**src/rtl/arbitro_vc_router_pkg.sv**
```systemverilog
// Shared constants and helpers for the VC-to-destination router and its FIFO wrappers.
package arbitro_vc_router_pkg;

    localparam int DATA_WIDTH_DEF = 6;
    localparam int DEST_LSB_DEF   = 4;
    localparam int MODE_STRICT    = 0;
    localparam int MODE_RR        = 1;

    typedef enum logic {
        ARB_STRICT = 1'b0,
        ARB_RR     = 1'b1
    } arb_mode_e;

    // Index/field width for n choices; a single choice still needs one bit.
    function automatic int field_width(input int n);
        return (n > 1) ? $clog2(n) : 1;
    endfunction

endpackage

```
**src/rtl/arbitro_vc_router_if.sv**
```systemverilog
// Bundle of VC-FIFO read side and D-FIFO write side seen by the router.
interface arbitro_vc_router_if #(
    parameter int DATA_WIDTH = arbitro_vc_router_pkg::DATA_WIDTH_DEF,
    parameter int NUM_VC     = 2,
    parameter int NUM_DEST   = 2
) ();
    import arbitro_vc_router_pkg::*;

    logic [NUM_VC*DATA_WIDTH-1:0]   vc_data;
    logic [NUM_VC-1:0]              vc_empty;
    logic [NUM_VC-1:0]              vc_pop;
    logic [NUM_DEST-1:0]            d_almost_full;
    logic [NUM_DEST*DATA_WIDTH-1:0] d_out;
    logic [NUM_DEST-1:0]            d_push;
    logic                           err_drop;
    logic [15:0]                    push_count;

    // Router side
    modport master (
        input  vc_data, vc_empty, d_almost_full,
        output vc_pop, d_out, d_push, err_drop, push_count
    );

    // FIFO / environment side
    modport slave (
        output vc_data, vc_empty, d_almost_full,
        input  vc_pop, d_out, d_push, err_drop, push_count
    );

endinterface

```
**src/rtl/arbitro_rr_grant.sv**
```systemverilog
// Single-grant selector over NUM_VC eligible requesters: strict (lowest index) or
// round-robin starting at rr_ptr, plus the pointer value to use after this cycle.
module arbitro_rr_grant
    import arbitro_vc_router_pkg::*;
#(
    parameter int NUM_VC = 2,
    parameter int VC_W   = field_width(NUM_VC)
) (
    input  logic [NUM_VC-1:0] eligible,
    input  logic [VC_W-1:0]   rr_ptr,
    input  arb_mode_e         mode,
    output logic [NUM_VC-1:0] grant,
    output logic [VC_W-1:0]   grant_idx,
    output logic              grant_vld,
    output logic [VC_W-1:0]   rr_ptr_nxt
);

    logic [VC_W-1:0] cand;

    function automatic logic [VC_W-1:0] wrap_add(input logic [VC_W-1:0] base, input int ofs);
        int s;
        s = int'(base) + ofs;
        if (s >= NUM_VC) s = s - NUM_VC;
        return VC_W'(s);
    endfunction

    always_comb begin
        grant      = '0;
        grant_idx  = '0;
        grant_vld  = 1'b0;
        rr_ptr_nxt = rr_ptr;
        cand       = '0;
        for (int k = 0; k < NUM_VC; k++) begin
            cand = (mode == ARB_RR) ? wrap_add(rr_ptr, k) : VC_W'(k);
            if (!grant_vld && eligible[cand]) begin
                grant_vld   = 1'b1;
                grant[cand] = 1'b1;
                grant_idx   = cand;
            end
        end
        // Pointer only moves on an actual round-robin grant.
        if (grant_vld && mode == ARB_RR)
            rr_ptr_nxt = wrap_add(grant_idx, 1);
    end

endmodule

```
**src/rtl/arbitro_vc_router.sv**
```systemverilog
// Pops at most one VC FIFO per cycle and routes the popped word, one cycle later,
// to the destination FIFO named by its destination field.
module arbitro_vc_router
    import arbitro_vc_router_pkg::*;
#(
    parameter int DATA_WIDTH = DATA_WIDTH_DEF,
    parameter int NUM_VC     = 2,
    parameter int NUM_DEST   = 2,
    parameter int DEST_LSB   = DEST_LSB_DEF,
    parameter int RR_MODE    = MODE_STRICT
) (
    input  logic                 clk,
    input  logic                 reset,
    arbitro_vc_router_if.master  bus
);

    localparam int        VC_W   = field_width(NUM_VC);
    localparam int        DEST_W = field_width(NUM_DEST);
    localparam arb_mode_e MODE   = (RR_MODE == MODE_RR) ? ARB_RR : ARB_STRICT;

    function automatic logic dest_in_range(input logic [DEST_W-1:0] dest);
        return int'(dest) < NUM_DEST;
    endfunction

    logic                  stall_p0;
    logic [NUM_VC-1:0]     elig_p0;
    logic [NUM_VC-1:0]     grant_p0;
    logic [VC_W-1:0]       grant_idx_p0;
    logic                  grant_vld_p0;
    logic [VC_W-1:0]       rr_ptr;
    logic [VC_W-1:0]       rr_ptr_nxt;

    logic                  vld_p1;
    logic [VC_W-1:0]       sel_p1;
    logic [DATA_WIDTH-1:0] word_p1;
    logic [DEST_W-1:0]     dest_p1;

    logic [NUM_DEST*DATA_WIDTH-1:0] d_out_nxt, d_out_p2;
    logic [NUM_DEST-1:0]            d_push_nxt, d_push_p2;
    logic                           err_nxt, err_p2;
    logic [15:0]                    cnt_nxt, cnt_p2;

    // Stage 0: arbitration; any almost-full destination freezes all pops.
    assign stall_p0 = |bus.d_almost_full;
    assign elig_p0  = stall_p0 ? '0 : ~bus.vc_empty;

    arbitro_rr_grant #(
        .NUM_VC (NUM_VC),
        .VC_W   (VC_W)
    ) u_grant (
        .eligible   (elig_p0),
        .rr_ptr     (rr_ptr),
        .mode       (MODE),
        .grant      (grant_p0),
        .grant_idx  (grant_idx_p0),
        .grant_vld  (grant_vld_p0),
        .rr_ptr_nxt (rr_ptr_nxt)
    );

    assign bus.vc_pop = grant_p0;

    always_ff @(posedge clk or posedge reset) begin
        if (reset) begin
            vld_p1 <= 1'b0;
            sel_p1 <= '0;
            rr_ptr <= '0;
        end else begin
            vld_p1 <= grant_vld_p0;
            if (grant_vld_p0)
                sel_p1 <= grant_idx_p0;
            rr_ptr <= rr_ptr_nxt;
        end
    end

    // Stage 1: popped word is now on the FIFO read port; decode and route it.
    assign word_p1 = bus.vc_data[int'(sel_p1)*DATA_WIDTH +: DATA_WIDTH];
    assign dest_p1 = word_p1[DEST_LSB +: DEST_W];

    always_comb begin
        d_out_nxt  = '0;
        d_push_nxt = '0;
        err_nxt    = 1'b0;
        cnt_nxt    = cnt_p2;
        if (vld_p1) begin
            if (dest_in_range(dest_p1)) begin
                d_out_nxt[int'(dest_p1)*DATA_WIDTH +: DATA_WIDTH] = word_p1;
                d_push_nxt[dest_p1] = 1'b1;
                cnt_nxt = cnt_p2 + 16'd1;
            end else begin
                err_nxt = 1'b1;
            end
        end
    end

    // Stage 2: registered outputs toward the destination FIFOs.
    always_ff @(posedge clk or posedge reset) begin
        if (reset) begin
            d_out_p2  <= '0;
            d_push_p2 <= '0;
            err_p2    <= 1'b0;
            cnt_p2    <= '0;
        end else begin
            d_out_p2  <= d_out_nxt;
            d_push_p2 <= d_push_nxt;
            err_p2    <= err_nxt;
            cnt_p2    <= cnt_nxt;
        end
    end

    assign bus.d_out      = d_out_p2;
    assign bus.d_push     = d_push_p2;
    assign bus.err_drop   = err_p2;
    assign bus.push_count = cnt_p2;

endmodule

```
**src/flat_wrapper.sv**
```systemverilog
// flat-port wrapper written by rule: the top's interface ports become plain ports
module arbitro_vc_router_flat import arbitro_vc_router_pkg::*;
#(
    parameter int DATA_WIDTH = DATA_WIDTH_DEF,
    parameter int NUM_VC     = 2,
    parameter int NUM_DEST   = 2,
    parameter int DEST_LSB   = DEST_LSB_DEF,
    parameter int RR_MODE    = MODE_STRICT
)
  (clk, reset, bus_vc_data, bus_vc_empty, bus_d_almost_full, bus_vc_pop, bus_d_out, bus_d_push, bus_err_drop, bus_push_count);
  arbitro_vc_router_if #(.DATA_WIDTH(DATA_WIDTH), .NUM_VC(NUM_VC), .NUM_DEST(NUM_DEST)) bus_i ();
  input  logic clk;
  input  logic reset;
  input wire logic [$bits(bus_i.vc_data)-1:0] bus_vc_data;
  input wire logic [$bits(bus_i.vc_empty)-1:0] bus_vc_empty;
  input wire logic [$bits(bus_i.d_almost_full)-1:0] bus_d_almost_full;
  output wire logic [$bits(bus_i.vc_pop)-1:0] bus_vc_pop;
  output wire logic [$bits(bus_i.d_out)-1:0] bus_d_out;
  output wire logic [$bits(bus_i.d_push)-1:0] bus_d_push;
  output wire logic [$bits(bus_i.err_drop)-1:0] bus_err_drop;
  output wire logic [$bits(bus_i.push_count)-1:0] bus_push_count;
  assign bus_i.vc_data = bus_vc_data;
  assign bus_i.vc_empty = bus_vc_empty;
  assign bus_i.d_almost_full = bus_d_almost_full;
  assign bus_vc_pop = bus_i.vc_pop;
  assign bus_d_out = bus_i.d_out;
  assign bus_d_push = bus_i.d_push;
  assign bus_err_drop = bus_i.err_drop;
  assign bus_push_count = bus_i.push_count;
  arbitro_vc_router #(.DATA_WIDTH(DATA_WIDTH), .NUM_VC(NUM_VC), .NUM_DEST(NUM_DEST), .DEST_LSB(DEST_LSB), .RR_MODE(RR_MODE)) u_core (.clk(clk), .reset(reset), .bus(bus_i));
endmodule
```
**config.mk**
```make
export PLATFORM = sky130hd
export DESIGN_NAME = arbitro_vc_router_flat
export DESIGN_NICKNAME = d
export VERILOG_FILES = /design/src/rtl/arbitro_vc_router_pkg.sv /design/src/rtl/arbitro_vc_router_if.sv /design/src/rtl/arbitro_rr_grant.sv /design/src/rtl/arbitro_vc_router.sv /design/src/flat_wrapper.sv
export SDC_FILE = /design/constraint.sdc
export NUM_CORES = 1
export LEC_CHECK = 0
export ABC_AREA = 0
export CAP_MARGIN = 40
export CORE_MARGIN = 3
export CORE_UTILIZATION = 38
export CTS_CLUSTER_SIZE = 8
export DETAILED_ROUTE_END_ITERATION = 8
export GPL_TIMING_DRIVEN = 0
export PLACE_DENSITY = 0.73
export SYNTH_ARGS = -nofsm -noshare
export SYNTH_HDL_FRONTEND = slang
export SYNTH_SLANG_ARGS = --single-unit
```
**constraint.sdc**
```tcl
create_clock -name clk -period 1.2 [get_ports clk]
set_input_delay 0.24 -clock clk [delete_from_list [all_inputs] [get_ports clk]]
set_output_delay 0.24 -clock clk [all_outputs]
set_load 0.02 [all_outputs]
```
==> flow_metrics.env <==
export IMPL_run_status="complete, but fails checks"
export IMPL_violations="setup timing"
export IMPL_highest_layer="met4"
export IMPL_numCtsBuffers=5
export IMPL_setup_viol=8
export IMPL_tightest_slew_ps=641
export IMPL_p_leak_nw=1.15
export IMPL_ant_nets=0
export IMPL_crit_type="flip-flop to flip-flop"
export IMPL_worstHoldStart="bus_d_almost_full[0]"
export IMPL_r2r_start="u_core.bus.push_count[1]"
export IMPL_mostFrequentLayoutCells="buf_4 (28), buf_2 (23), dfrtp_1 (21)"
export IMPL_synth_seq_cells=30
export IMPL_ys_warn_count=0
export IMPL_r2r_slack_ps=-100
export IMPL_avgSynthCellArea_um2=11.6
export IMPL_vias=1092
export IMPL_clock_path_buffers=2
export IMPL_rsz0062_at_grt="true"
export IMPL_setup_ws_ps=-104
export IMPL_grt_overflow_total=0
export IMPL_hold_depth=2
export IMPL_netlist_instances=109
export IMPL_fin_setup_tns_ps=-419
export IMPL_final_core_util_pct=69.8
export IMPL_finalCriticalPeriod_ps=1300
export IMPL_crit_path_end_kind="flip-flop"
export IMPL_routedWlPerCell_um=13.6
export IMPL_min_period_over_period_pct=109
export IMPL_finalNetCount=209
export IMPL_drtIter0Drc=31
export IMPL_place_ws_ps=-838
export IMPL_die_h_um=63.6
export IMPL_clk_latency_ps=330
export IMPL_syn_to_final_growth_pct=71.6
export IMPL_final_layout_size_suffix_gt1_share_pct=52.4
export IMPL_die_w_um=63.6
export IMPL_cts_tree="built"
export IMPL_dr_pass1_iters=4
export IMPL_power_mw=3.25
export IMPL_hold_slack_ps=121
export IMPL_cp_required_ps=1450
export IMPL_rows=20
export IMPL_fmax_mhz=767
export IMPL_grt_max_degree=17
export IMPL_grt_pass1_vias=1159
export IMPL_cts_hold_buf=0
export IMPL_viasPerCell=4.65
export IMPL_vdd_drop_max_uv=938
export IMPL_slew_headroom_pct=57.2
export IMPL_antenna_found_initial=0
export IMPL_drc=0
export IMPL_min_path_type="primary input to flip-flop"
export IMPL_slew_viol_final=0
export IMPL_worstPathMaxFanout=5
export IMPL_wirelength_mm=3.19
export IMPL_cellPowerDensity_mw_per_mm2=1500
export IMPL_gp_congestion=0.842
export IMPL_fin_skew_ps=15.1
export IMPL_hpwl_mm=2.14
export IMPL_dieArea_mm2=0.00405
export IMPL_ys_seq_area_share_pct=59.5
export IMPL_crit_arrival_ps=1550
export IMPL_initial_core_util_pct=40.7
export IMPL_clock_sinks=30
export IMPL_design_portCount=51
export IMPL_cts_root_buf="clkbuf_4"
export IMPL_holdPathEnd="u_core.vld_p1"
export IMPL_critPathLaunchType="flip-flop"
export IMPL_htreeDepth=2
export IMPL_wl_met1_mm=1.17
export IMPL_route_met3_wl_um=293
export IMPL_core_area_mm2=0.00310
export IMPL_diodes=0
export IMPL_port_buffers=48
export IMPL_grt_usage_pct=16.5
export IMPL_hold_viol_final=0
export IMPL_drv_cap=0
export IMPL_synth_distinct_cells=20
export IMPL_r2r_end="u_core.bus.push_count[13]"
export IMPL_grt_first_pass_wirelength_mm=5.14
export IMPL_routed_wl_met2_mm=1.67
export IMPL_clkTransAtPathRegs_ps=100
export IMPL_worst_r2r_cell_count=4
export IMPL_netlist_area_mm2=0.00126
export IMPL_final_common_cell="buf_4"
metal layers:
layer / global-route usage (%) / vias to the layer above
li1: - / 526
met1: 16.3 / 513
met2: 29.5 / 47
met3: 7.49 / 6
met4: 7.28 / 0
met5: 0 / -
cell families (layout without fill, tap and decap cells):
logic type                 count (synthesis)  after routing  share of synthesized area [%]
adders and majority gates                  1              1                          0.991
xor gates and xnor gates                  15             15                           10.4
buffers and inverters                     12             92                           5.15
AOI/OAI and AO/OA                          1              1                          0.595
other                                      1              2                          0.297
DFF                                       30             30                           59.5
and+or+nand+nor                           42             43                           17.4
muxes                                      7              7                           5.65
flip-flops by register name, summed over array words and instances, names as in the netlist:
register and cells:
u_core.bus.d_out 10, u_core.bus.d_push 2, u_core.bus.push_count 16, u_core.sel_p1 1
u_core.vld_p1 1
how the worst max path moves through the flow:
stage                                     end  slack, ps  depth (start not counted)                     start
floorplan           u_core.bus.push_count[11]        -10                          3  u_core.bus.push_count[2]
global placement                bus_vc_pop[1]       -770                          5      bus_d_almost_full[1]
detailed placement              bus_vc_pop[1]       -840                          5      bus_d_almost_full[1]
CTS                 u_core.bus.push_count[13]        -70                          3  u_core.bus.push_count[9]
global route        u_core.bus.push_count[13]       -160                          4  u_core.bus.push_count[1]
finish              u_core.bus.push_count[13]       -100                          4  u_core.bus.push_count[1]
synthesized netlist by cell type (all sizes together):
cell,instances,area share [%]
dfrtp,30,59
nor2,13,3.9
xor2,10,6.9
nand4,7,4.7
buf,6,3.4
inv,6,1.8
mux2i,6,4.8
nand2,6,1.8
nor3,6,2.4
nor4,6,3.0
xnor2,5,3.5
nand3,2,0.79
a211oi,1,0.59
and2,1,0.50
conb,1,0.30
ha,1,0.99
mux2,1,0.89
nand2b,1,0.50
stage by stage:
step	cell area [µm²]	cells
floorplan	1310	110
global placement	1840	202
detailed placement	1870	203
CTS	2010	224
global route	2170	235
finish	2170	235
cell type report:
cell class	count	area (µm²)
sequential	30	762
inverter	6	27.5
fill	249	937
multi-input combinational	69	607
tap	44	55.1
buffer	6	52.6
timing repair buffer	72	583
clock inverter	2	37.5
clock buffer	6	41.3
power breakdown:
group	switching (mW)	internal, mW	leakage [nW]
combinational	0.540	0.617	0.719
sequential	0.168	1.13	0.393
clock	0.348	0.439	0.0385
total	1.06	2.19	1.15
timing repair:
item                                    CTS  global route
resized for setup                       165            18
cloned                                    1             0
buffers inserted                         12            11
pin swaps                                 4             8
endpoints found under the setup margin   47            33
critical path, stage by stage, from the launching register on:
cell and delay (ps):
dfrtp_2 410, buf_12 110, nand2_1 180, nor4_4 330, xor2_1 190
Note: power is estimated with default switching activity, not from simulation.
